--- src/rtl/iter_alu_cc_pkg.sv ---
// Shared ALU definitions: op encodings, FSM states, condition-code bit positions.
// No logic, so there is no latency.
// No handshake; the encodings are consumed by iter_alu_cc and rca_slice.
package iter_alu_cc_pkg;

  typedef enum logic [1:0] {
    OP_ADD = 2'b00,
    OP_SUB = 2'b01,
    OP_AND = 2'b10,
    OP_XOR = 2'b11
  } alu_op_e;

  typedef enum logic [1:0] {
    ST_IDLE = 2'b00,
    ST_BUSY = 2'b01,
    ST_DONE = 2'b10
  } alu_state_e;

  localparam int CC_ZF = 2;
  localparam int CC_SF = 1;
  localparam int CC_OF = 0;

endpackage

--- src/rtl/iter_alu_cc_rca_slice.sv ---
// One SLICE-bit ripple-carry adder/subtractor with an AND/XOR bypass.
// Combinational; no latency.
// No handshake; the owning FSM decides when the outputs are used.
module rca_slice
  import iter_alu_cc_pkg::*;
#(
  parameter int SLICE = 16
) (
  input  logic [SLICE-1:0] a,
  input  logic [SLICE-1:0] b,
  input  logic             cin,
  input  logic [1:0]       op,
  output logic [SLICE-1:0] s,
  output logic             cout,
  output logic             c_msb_in
);

  logic             arith;
  logic [SLICE-1:0] bb;
  logic [SLICE-1:0] sum;
  logic [SLICE:0]   c;

  assign arith = (op == OP_ADD) || (op == OP_SUB);
  assign bb    = (op == OP_SUB) ? ~b : b;
  assign c[0]  = cin;

  for (genvar i = 0; i < SLICE; i++) begin : g_fa
    assign sum[i]  = a[i] ^ bb[i] ^ c[i];
    assign c[i+1]  = (a[i] & bb[i]) | (c[i] & (a[i] ^ bb[i]));
  end

  always_comb begin
    s = sum;
    case (op)
      OP_AND:  s = a & b;
      OP_XOR:  s = a ^ b;
      default: s = sum;
    endcase
  end

  // Logic ops report no carry so the captured flags are zero for them.
  assign cout     = arith ? c[SLICE]   : 1'b0;
  assign c_msb_in = arith ? c[SLICE-1] : 1'b0;

endmodule

--- src/rtl/iter_alu_cc.sv ---
// Iterative ADD/SUB/AND/XOR ALU, SLICE bits per cycle; optional cc register via ALU_CC_REG_EN.
// Latency: out_valid rises NSLICE cycles after the accept edge.
// Backpressure: result and flags held in DONE until out_ready; in_ready only in IDLE.
module iter_alu_cc
  import iter_alu_cc_pkg::*;
#(
  parameter int WIDTH = 64,
  parameter int SLICE = 16
) (
  input  logic             clk,
  input  logic             rst_n,
  input  logic             in_valid,
  output logic             in_ready,
  input  logic [1:0]       op,
  input  logic [WIDTH-1:0] a,
  input  logic [WIDTH-1:0] b,
  output logic             out_valid,
  input  logic             out_ready,
  output logic [WIDTH-1:0] y,
  output logic             carryout,
  output logic             ovf,
  output logic             zf,
  output logic             sf
`ifdef ALU_CC_REG_EN
  ,
  output logic [2:0]       cc
`endif
);

  localparam int NSLICE = WIDTH / SLICE;
  localparam int CNT_W  = (NSLICE > 1) ? $clog2(NSLICE) : 1;

  alu_state_e       state, state_n;
  alu_op_e          op_q;
  logic [WIDTH-1:0] a_q, b_q, y_q;
  logic [CNT_W-1:0] idx;
  logic             carry_q;
  logic             accept, last;
  logic [SLICE-1:0] s;
  logic             s_cout, s_cmsb;

  assign last = (idx == CNT_W'(NSLICE - 1));

  always_ff @(posedge clk or negedge rst_n) begin
    if (!rst_n) state <= ST_IDLE;
    else        state <= state_n;
  end

  always_comb begin
    state_n   = state;
    in_ready  = 1'b0;
    out_valid = 1'b0;
    accept    = 1'b0;
    case (state)
      ST_IDLE: begin
        in_ready = 1'b1;
        if (in_valid) begin
          accept  = 1'b1;
          state_n = ST_BUSY;
        end
      end
      ST_BUSY: if (last) state_n = ST_DONE;
      ST_DONE: begin
        out_valid = 1'b1;
        if (out_ready) state_n = ST_IDLE;
      end
      default: state_n = ST_IDLE;
    endcase
  end

  rca_slice #(.SLICE(SLICE)) u_slice (
    .a        (a_q[SLICE-1:0]),
    .b        (b_q[SLICE-1:0]),
    .cin      (carry_q),
    .op       (op_q),
    .s        (s),
    .cout     (s_cout),
    .c_msb_in (s_cmsb)
  );

  // Operands shift down one slice per cycle; results shift in from the top,
  // so after NSLICE cycles slice i of y sits at bits [i*SLICE +: SLICE].
  always_ff @(posedge clk or negedge rst_n) begin
    if (!rst_n) begin
      op_q     <= OP_ADD;
      a_q      <= '0;
      b_q      <= '0;
      y_q      <= '0;
      idx      <= '0;
      carry_q  <= 1'b0;
      carryout <= 1'b0;
      ovf      <= 1'b0;
    end else if (accept) begin
      op_q    <= alu_op_e'(op);
      a_q     <= a;
      b_q     <= b;
      idx     <= '0;
      carry_q <= (op == OP_SUB);
    end else if (state == ST_BUSY) begin
      a_q     <= a_q >> SLICE;
      b_q     <= b_q >> SLICE;
      y_q     <= (y_q >> SLICE) | (WIDTH'(s) << (WIDTH - SLICE));
      carry_q <= s_cout;
      idx     <= idx + 1'b1;
      if (last) begin
        carryout <= s_cout;
        ovf      <= s_cout ^ s_cmsb;
      end
    end
  end

  assign y  = y_q;
  assign zf = (y_q == '0);
  assign sf = y_q[WIDTH-1];

`ifdef ALU_CC_REG_EN
  always_ff @(posedge clk or negedge rst_n) begin
    if (!rst_n) begin
      cc <= 3'b100;
    end else if (out_valid && out_ready) begin
      cc[CC_ZF] <= zf;
      cc[CC_SF] <= sf;
      cc[CC_OF] <= ovf;
    end
  end
`endif

endmodule
--- config.mk ---
export PLATFORM = sky130hd
export DESIGN_NAME = iter_alu_cc
export DESIGN_NICKNAME = d
export VERILOG_FILES = /design/src/rtl/iter_alu_cc_pkg.sv /design/src/rtl/iter_alu_cc_rca_slice.sv /design/src/rtl/iter_alu_cc.sv
export SDC_FILE = /design/constraint.sdc
export NUM_CORES = 1
export LEC_CHECK = 0
export ABC_CLOCK_PERIOD_IN_PS = 10110
export CORE_MARGIN = 4
export CORE_UTILIZATION = 45
export CTS_BUF_LIST = sky130_fd_sc_hd__clkbuf_4 sky130_fd_sc_hd__clkbuf_8 sky130_fd_sc_hd__clkbuf_16
export CTS_CLUSTER_SIZE = 24
export DETAILED_ROUTE_END_ITERATION = 7
export PLACE_DENSITY_LB_ADDON = 0.08
export SETUP_SLACK_MARGIN = 0.15
export SYNTH_ARGS = -nofsm -noshare
export SYNTH_HDL_FRONTEND = slang
export SYNTH_HIERARCHICAL = 1
export SYNTH_SLANG_ARGS = --single-unit
--- constraint.sdc ---
create_clock -name clk -period 10.11 [get_ports clk]
set_input_delay 2.022 -clock clk [delete_from_list [all_inputs] [get_ports clk]]
set_output_delay 2.022 -clock clk [all_outputs]
set_load 0.01 [all_outputs]
==> reports/metrics.yaml, run 1 <==
critical_path:
  r2r_setup_slack_ns: 1.59
  setup.worst_path.end_class: "register"
  arrival_ns: 8.90
  critical_path.startpoint_type: "register"
  required_ns: 10.49
  crit_fanout: 18
  timing.setup.critical_path_class: "reg2reg"
outcome:
  status: "completed"
finish:
  n_fill_cell: 1833
  drive_gt1_share_pct: 4.85
  num_antenna_cells: 0
  area_delta_synth_final_pct: 29.7
  fin_nets: 1328
  final_cells: 1445
  regArea_um2: 5030
  multiInputGateArea_um2: 3890
timing:
  hold_viol_final: 0
  fin_tns_setup_ns: 0
  period_share_pct: 84.3
  period_minus_slack_ns: 8.52
  maxSlewHeadroom_pct: 25.4
  setup_violations: 0
  finalClockSkew_ns: 0.00986
  rsz0062_at_grt: "false"
  worst_slew_pin_slew_ns: 1.12
  clock.fmax_mhz: 117
  finalMaxSlewViolations: 0
global_route:
  grt_pass1_wl_um: 39300
  gr-usage-all-layers_pct: 20.7
  antenna_found_initial: 1
  grt_pass1_vias: 7149
  grt_start_max_net_pins: 100
  grt-ovfl-total: 0
logic_synthesis:
  yosysWarnings: 6
  async_flop_share_pct: 100
  synth.most_common_cell: "nand2_1"
  syn_area_per_cell_um2: 9.46
  ys_seq_area_share_pct: 53.6
  syn-num-nets: 1158
  synth_top_cell_by_area: "dfrtp_1"
  ys_types: 28
  synth_edf_count: 0
  netlist_area_um2: 9380
  netlist_instances: 991
  synth_top_area_share_pct: 53.6
  synth-seq-cells: 201
  ys_top_cells_by_area: "dfrtp_1 (54%), nand2_1 (18%), a22oi_1 (7.7%)"
  synth.cells.most_frequent: "nand2_1 (452), dfrtp_1 (201), a22oi_1 (96)"
  synth_flop_cell: "dfrtp_1"
detailed_routing:
  viasPerCell: 5.08
  dr.pass1.iters: 5
  ant_nets: 0
  drt-initial-drc-count: 448
  wl_per_cell_um: 17.0
  wl_um: 24600
  num_vias: 7338
  route.detailed.drc: 0
power_and_ir_drop:
  ir_drop_v: 0.000504
  power_density_nw_per_um2: 329
  cellLeakagePower_nw: 5.87
floorplanning:
  num_rows: 52
  core-area_um2: 20400
  die_h_um: 152
  die_w_um: 152
  die-area_um2: 23200
  initial_core_util_pct: 46.1
  pin_count: 204
clock_tree:
  cts_tree: "done"
  cts.path.max_buffers: 3
  holdBufCountCts: 0
  htreeDepth: 1
  cts_root_buf: "clkbuf_16"
  numCtsBuffers: 23
  cts_resized: 0
  clk_pin_slew_ns: 0.06
  clock_sinks: 201
  post_cts_buffers: 0
  clkLatencyLatePin_ns: 0.50
flow_run:
  max_cap_violations: 0
placed_design:
  dp_cells: 1406
  port_buffers: 203
  gp_congestion: 0.837
  dpl.hpwl_um: 17000
worst_hold_path:
  min_path_type: "reg2reg"
[logic make-up after synthesis]
kind of cell,synth area share (%)
mux,3.47
fa+ha+maj,5.68
simple gates,20.3
buf+inv,5.26
compound gates,10.0
flops,53.6
xor+xnor,1.59
[placed cells by master (no fill, tap or decap), drive strengths merged]
| cell type | n |
|---|---|
| mux2i | 28 |
| o21bai | 2 |
| xnor2 | 12 |
| fa | 16 |
| clkbuf | 37 |
| nand2 | 452 |
| nand4 | 4 |
| a221o | 1 |
| nor2b | 2 |
| and3b | 1 |
| a22oi | 96 |
| dfrtp | 201 |
| nor4 | 17 |
| inv | 18 |
| clkinv | 2 |
| a21oi | 4 |
| ha | 17 |
| buf | 9 |
| nand2b | 2 |
| nor3b | 1 |
| xor2 | 5 |
| clkdlybuf4s50 | 202 |
| o21ai | 35 |
| mux2 | 4 |
| nor2 | 7 |
[critical path, cell delays in order (launching register included)]
cell and delay [ns]:
dfrtp_1 0.94, nor2b_4 0.64, xnor2_1 0.15, fa_1 0.44
fa_1 0.43, fa_1 0.44, fa_1 0.43, fa_1 0.43
fa_1 0.44, fa_1 0.42, fa_1 0.44, fa_1 0.39
inv_1 0.08, fa_1 0.19, fa_1 0.17, inv_1 0.05
fa_1 0.41, fa_1 0.39, inv_1 0.08, fa_1 0.19
fa_1 0.17, inv_1 0.06, fa_1 0.38, nor2_1 0.26
xor2_1 0.11, mux2_2 0.27
[flip-flops by register name, summed over array words and instances, names as in the netlist]
name	flops
a_q	64
b_q	64
carry_q	1
carryout	1
idx	2
op_q	2
ovf	1
state	2
y	64
[through the flow]
step | power [mW] | util [%] | setup slack (ns) | hold slack [ns] | cell area [um^2]
after detailed placement | 3.24 | 56.1 | 1.55 | 0.464 | 11400
after global placement | 3.20 | 56.1 | 1.78 | 0.458 | 11400
final | 4.01 | 59.8 | 1.59 | 0.471 | 12200
after global routing | 4.35 | 59.8 | 1.11 | 0.485 | 12200
after CTS | 4.06 | 59.8 | 1.52 | 0.478 | 12200
after floorplan | 2.63 | - | 2.65 | 0.446 | 9380
[where the power goes]
group	switching, mW	total, mW	internal, mW
sequential	0.334	1.48	1.15
combinational	0.969	1.72	0.752
clock	0.310	0.804	0.494
[routing by layer]
layer	vias to the layer above	routed length [um]	track usage, %
met1	3493	11000	29.5
met5	-	8	0
met4	2	272	3.81
met2	209	11600	33.0
met3	25	1730	4.63
li1	3609	-	-
[cell type report]
| type | instances | area share [%] |
|---|---|---|
| Clock buffer | 37 | 6.06 |
| Clock inverter | 2 | 0.0823 |
| Inverter | 18 | 0.555 |
| Multi-Input combinational cell | 706 | 32.0 |
| Sequential cell | 201 | 41.3 |
| Tap cell | 270 | 2.78 |
| Timing Repair Buffer | 211 | 17.2 |
[final timing paths]
kind                                           from             endpoint  cells after the start
max in group asynchronous                     rst_n  op_q[0]$_DFFE_PN0P_                      3
worst max-delay path            op_q[0]$_DFFE_PN0P_      ovf$_DFFE_PN0P_                     25
worst max register to register  op_q[0]$_DFFE_PN0P_      ovf$_DFFE_PN0P_                     25
min in group asynchronous                     rst_n     y[8]$_DFFE_PN0P_                      1
worst min-delay path            a_q[44]$_DFFE_PN0P_  a_q[44]$_DFFE_PN0P_                      2
worst min register to register  a_q[44]$_DFFE_PN0P_  a_q[44]$_DFFE_PN0P_                      2
(Power assumes the default switching activity.)
==> inputs of run 2 (changes only) <==
- ABC_CLOCK_PERIOD_IN_PS: 10110 -> 7700
- clock period: 10.11 -> 7.7 ns (I/O delays scaled with it)
==> reports/metrics.yaml, run 2 (same netlist as run 1, synthesis figures left out) <==
flow_run:
  max_cap_violations: 0  # unchanged
detailed_routing:
  viasPerCell: 5.04  # -0.68%
  num_vias: 7298  # -0.55%
  ant_nets: 0  # unchanged
  met3_length_um: 1610  # -6.8%
  wl_um: 24900  # +1.0%
  drt-initial-drc-count: 534  # +19%
  highest-signal-layer: "met4"
  dr.pass1.iters: 5  # unchanged
  wl_per_cell_um: 17.2  # +0.91%
  route.detailed.drc: 0  # unchanged
  routed-wl-met2_um: 11500  # -1.5%
  met1_length_um: 11300  # +3.0%
timing:
  setup_violations: 0  # unchanged
  period_minus_slack_ns: 7.23  # -1.29 ns
  period_share_pct: 93.9  # +9.6 points
  fin_tns_setup_ns: 0  # unchanged
  worst_slew_pin_slew_ns: 1.12  # +0.00589 ns
  holdWs_ns: 0.471  # -0.000139 ns
  finalClockSkew_ns: 0.00926  # -0.000595 ns
  clock.fmax_mhz: 138  # +18%
  maxSlewHeadroom_pct: 25.0  # -0.39 points
  finalMaxSlewViolations: 0  # unchanged
  rsz0062_at_grt: "false"
  hold_viol_final: 0  # unchanged
floorplanning:
  die_w_um: 152  # unchanged
  die_h_um: 152  # unchanged
  die-area_um2: 23200  # unchanged
  initial_core_util_pct: 46.1  # unchanged
  core-area_um2: 20400  # unchanged
  pin_count: 204  # unchanged
  num_rows: 52  # unchanged
clock_tree:
  numCtsBuffers: 23  # unchanged
  clock_sinks: 201  # unchanged
  clk_pin_slew_ns: 0.06  # about the same
  cts.path.max_buffers: 3  # unchanged
  cts_root_buf: "clkbuf_16"
  cts_tree: "done"
  htreeDepth: 1  # unchanged
  clkLatencyLatePin_ns: 0.50  # about the same
critical_path:
  crit_fanout: 2  # -16
  critical_path.startpoint_type: "register"
  reg2reg_to: "ovf$_DFFE_PN0P_"
  r2r_setup_slack_ns: 0.47  # -1.12 ns
  crit_path_end: "ovf$_DFFE_PN0P_"
  required_ns: 8.07  # -2.42 ns
  arrival_ns: 7.60  # -1.30 ns
  timing.setup.critical_path_class: "reg2reg"
  ff2ff_path_depth: 25  # unchanged
  r2r-start: "op_q[0]$_DFFE_PN0P_"
  crit_start: "op_q[0]$_DFFE_PN0P_"
  setup.worst_path.end_class: "register"
worst_hold_path:
  min_path_type: "reg2reg"
  hold_start: "a_q[30]$_DFFE_PN0P_"
finish:
  mostFrequentLayoutCell: "nand2_1"
  fin_nets: 1330  # +0.15%
  drive_gt1_share_pct: 5.35  # +0.50 points
  num_antenna_cells: 0  # unchanged
  area_delta_synth_final_pct: 30.4
  final_cell_mix: "nand2_1 (452), clkdlybuf4s50_1 (202), dfrtp_1 (201)"
placed_design:
  gp_congestion: 0.808  # -3.4%
  port_buffers: 203  # unchanged
  dpl.hpwl_um: 16900  # -0.61%
power_and_ir_drop:
  power_density_nw_per_um2: 438  # +33%
  cellLeakagePower_nw: 5.89  # +0.25%
  ir_drop_v: 0.000480  # -4.8%
global_route:
  grt_start_max_net_pins: 142  # +42%
  grt_pass1_vias: 7176  # +0.38%
  grt-ovfl-total: 0  # unchanged
  grt_pass1_wl_um: 39900  # +1.5%
  gr-usage-all-layers_pct: 20.9  # +0.25 points
  antenna_found_initial: 0  # -1
outcome:
  status: "completed"
-- run 2: cell count changes in the layout (fill, tap and decap cells not counted), moves of 2 or more --
cell        before  now
fa_2             0    3
clkbuf_8         9    3
fa_1            16   13
bufinv_16        0    3
clkinv_2         2    4
clkinvlp_4       0    2
clkbuf_4         5    3
-- run 2: layout make-up --
type                       instances  area, um^2
sequential                       201        5030
clock buffer                      29         639
fill                            1852        8130
clock inverter                    10         134
multi-input combinational        706        3900
tap                              270         338
timing repair buffer             213        2120
inverter                          18        67.6
-- run 2: layer usage --
| metal | up-vias | global-route usage, % |
|---|---|---|
| met5 | - | 0 |
| met1 | 3443 | 30.5 |
| li1 | 3616 | - |
| met3 | 30 | 4.83 |
| met2 | 209 | 32.4 |
| met4 | 0 | 4.37 |
-- run 2: per-stage QoR --
stage / power (mW) / utilization, % / cell area (um^2) / std cells / setup WS, ns
floorplan: 3.45 / - / 9380 / 991 / 0.245
global placement: 4.20 / 56.2 / 11400 / 1407 / 0.407
detailed placement: 4.27 / 56.2 / 11400 / 1407 / 0.256
CTS: 5.40 / 60.0 / 12200 / 1446 / 0.207
global route: 5.82 / 60.1 / 12200 / 1447 / 0.188
finish: 5.36 / 60.1 / 12200 / 1447 / 0.473
-- run 2: how the worst min path moves through the flow --
stage	end	slack (ns)	cells after the start
final	a_q[30]$_DFFE_PN0P_	0.47	2
after global routing	b_q[35]$_DFFE_PN0P_	0.49	2
after CTS	a_q[19]$_DFFE_PN0P_	0.48	2
after detailed placement	b_q[35]$_DFFE_PN0P_	0.46	2
after global placement	b_q[37]$_DFFE_PN0P_	0.46	2
after floorplan	a_q[36]$_DFFE_PN0P_	0.45	2
-- run 2: what timing repair did --
item / CTS / global route
buffers inserted: 0 / 1
endpoints found under the setup margin: 0 / 2
hold buffers: 0 / 0
gates resized for setup: 0 / 4
-- run 2: power breakdown --
group | internal [mW] | switching (mW) | total, mW
logic | 1.01 | 1.34 | 2.35
registers | 1.51 | 0.395 | 1.90
clock network | 0.686 | 0.423 | 1.11
-- run 2: critical path, stage by stage, from the launching register on --
cell and delay, ns:
dfrtp_1 0.38, nor2b_4 0.13, xnor2_1 0.13, fa_2 0.39
fa_2 0.38, fa_1 0.42, fa_1 0.43, fa_1 0.45
fa_2 0.39, fa_1 0.42, fa_1 0.42, fa_1 0.39
inv_1 0.09, fa_1 0.21, fa_1 0.18, inv_1 0.06
fa_1 0.43, fa_1 0.41, inv_1 0.09, fa_1 0.19
fa_1 0.17, inv_1 0.06, fa_1 0.40, nor2_2 0.16
xor2_1 0.08, mux2_2 0.26
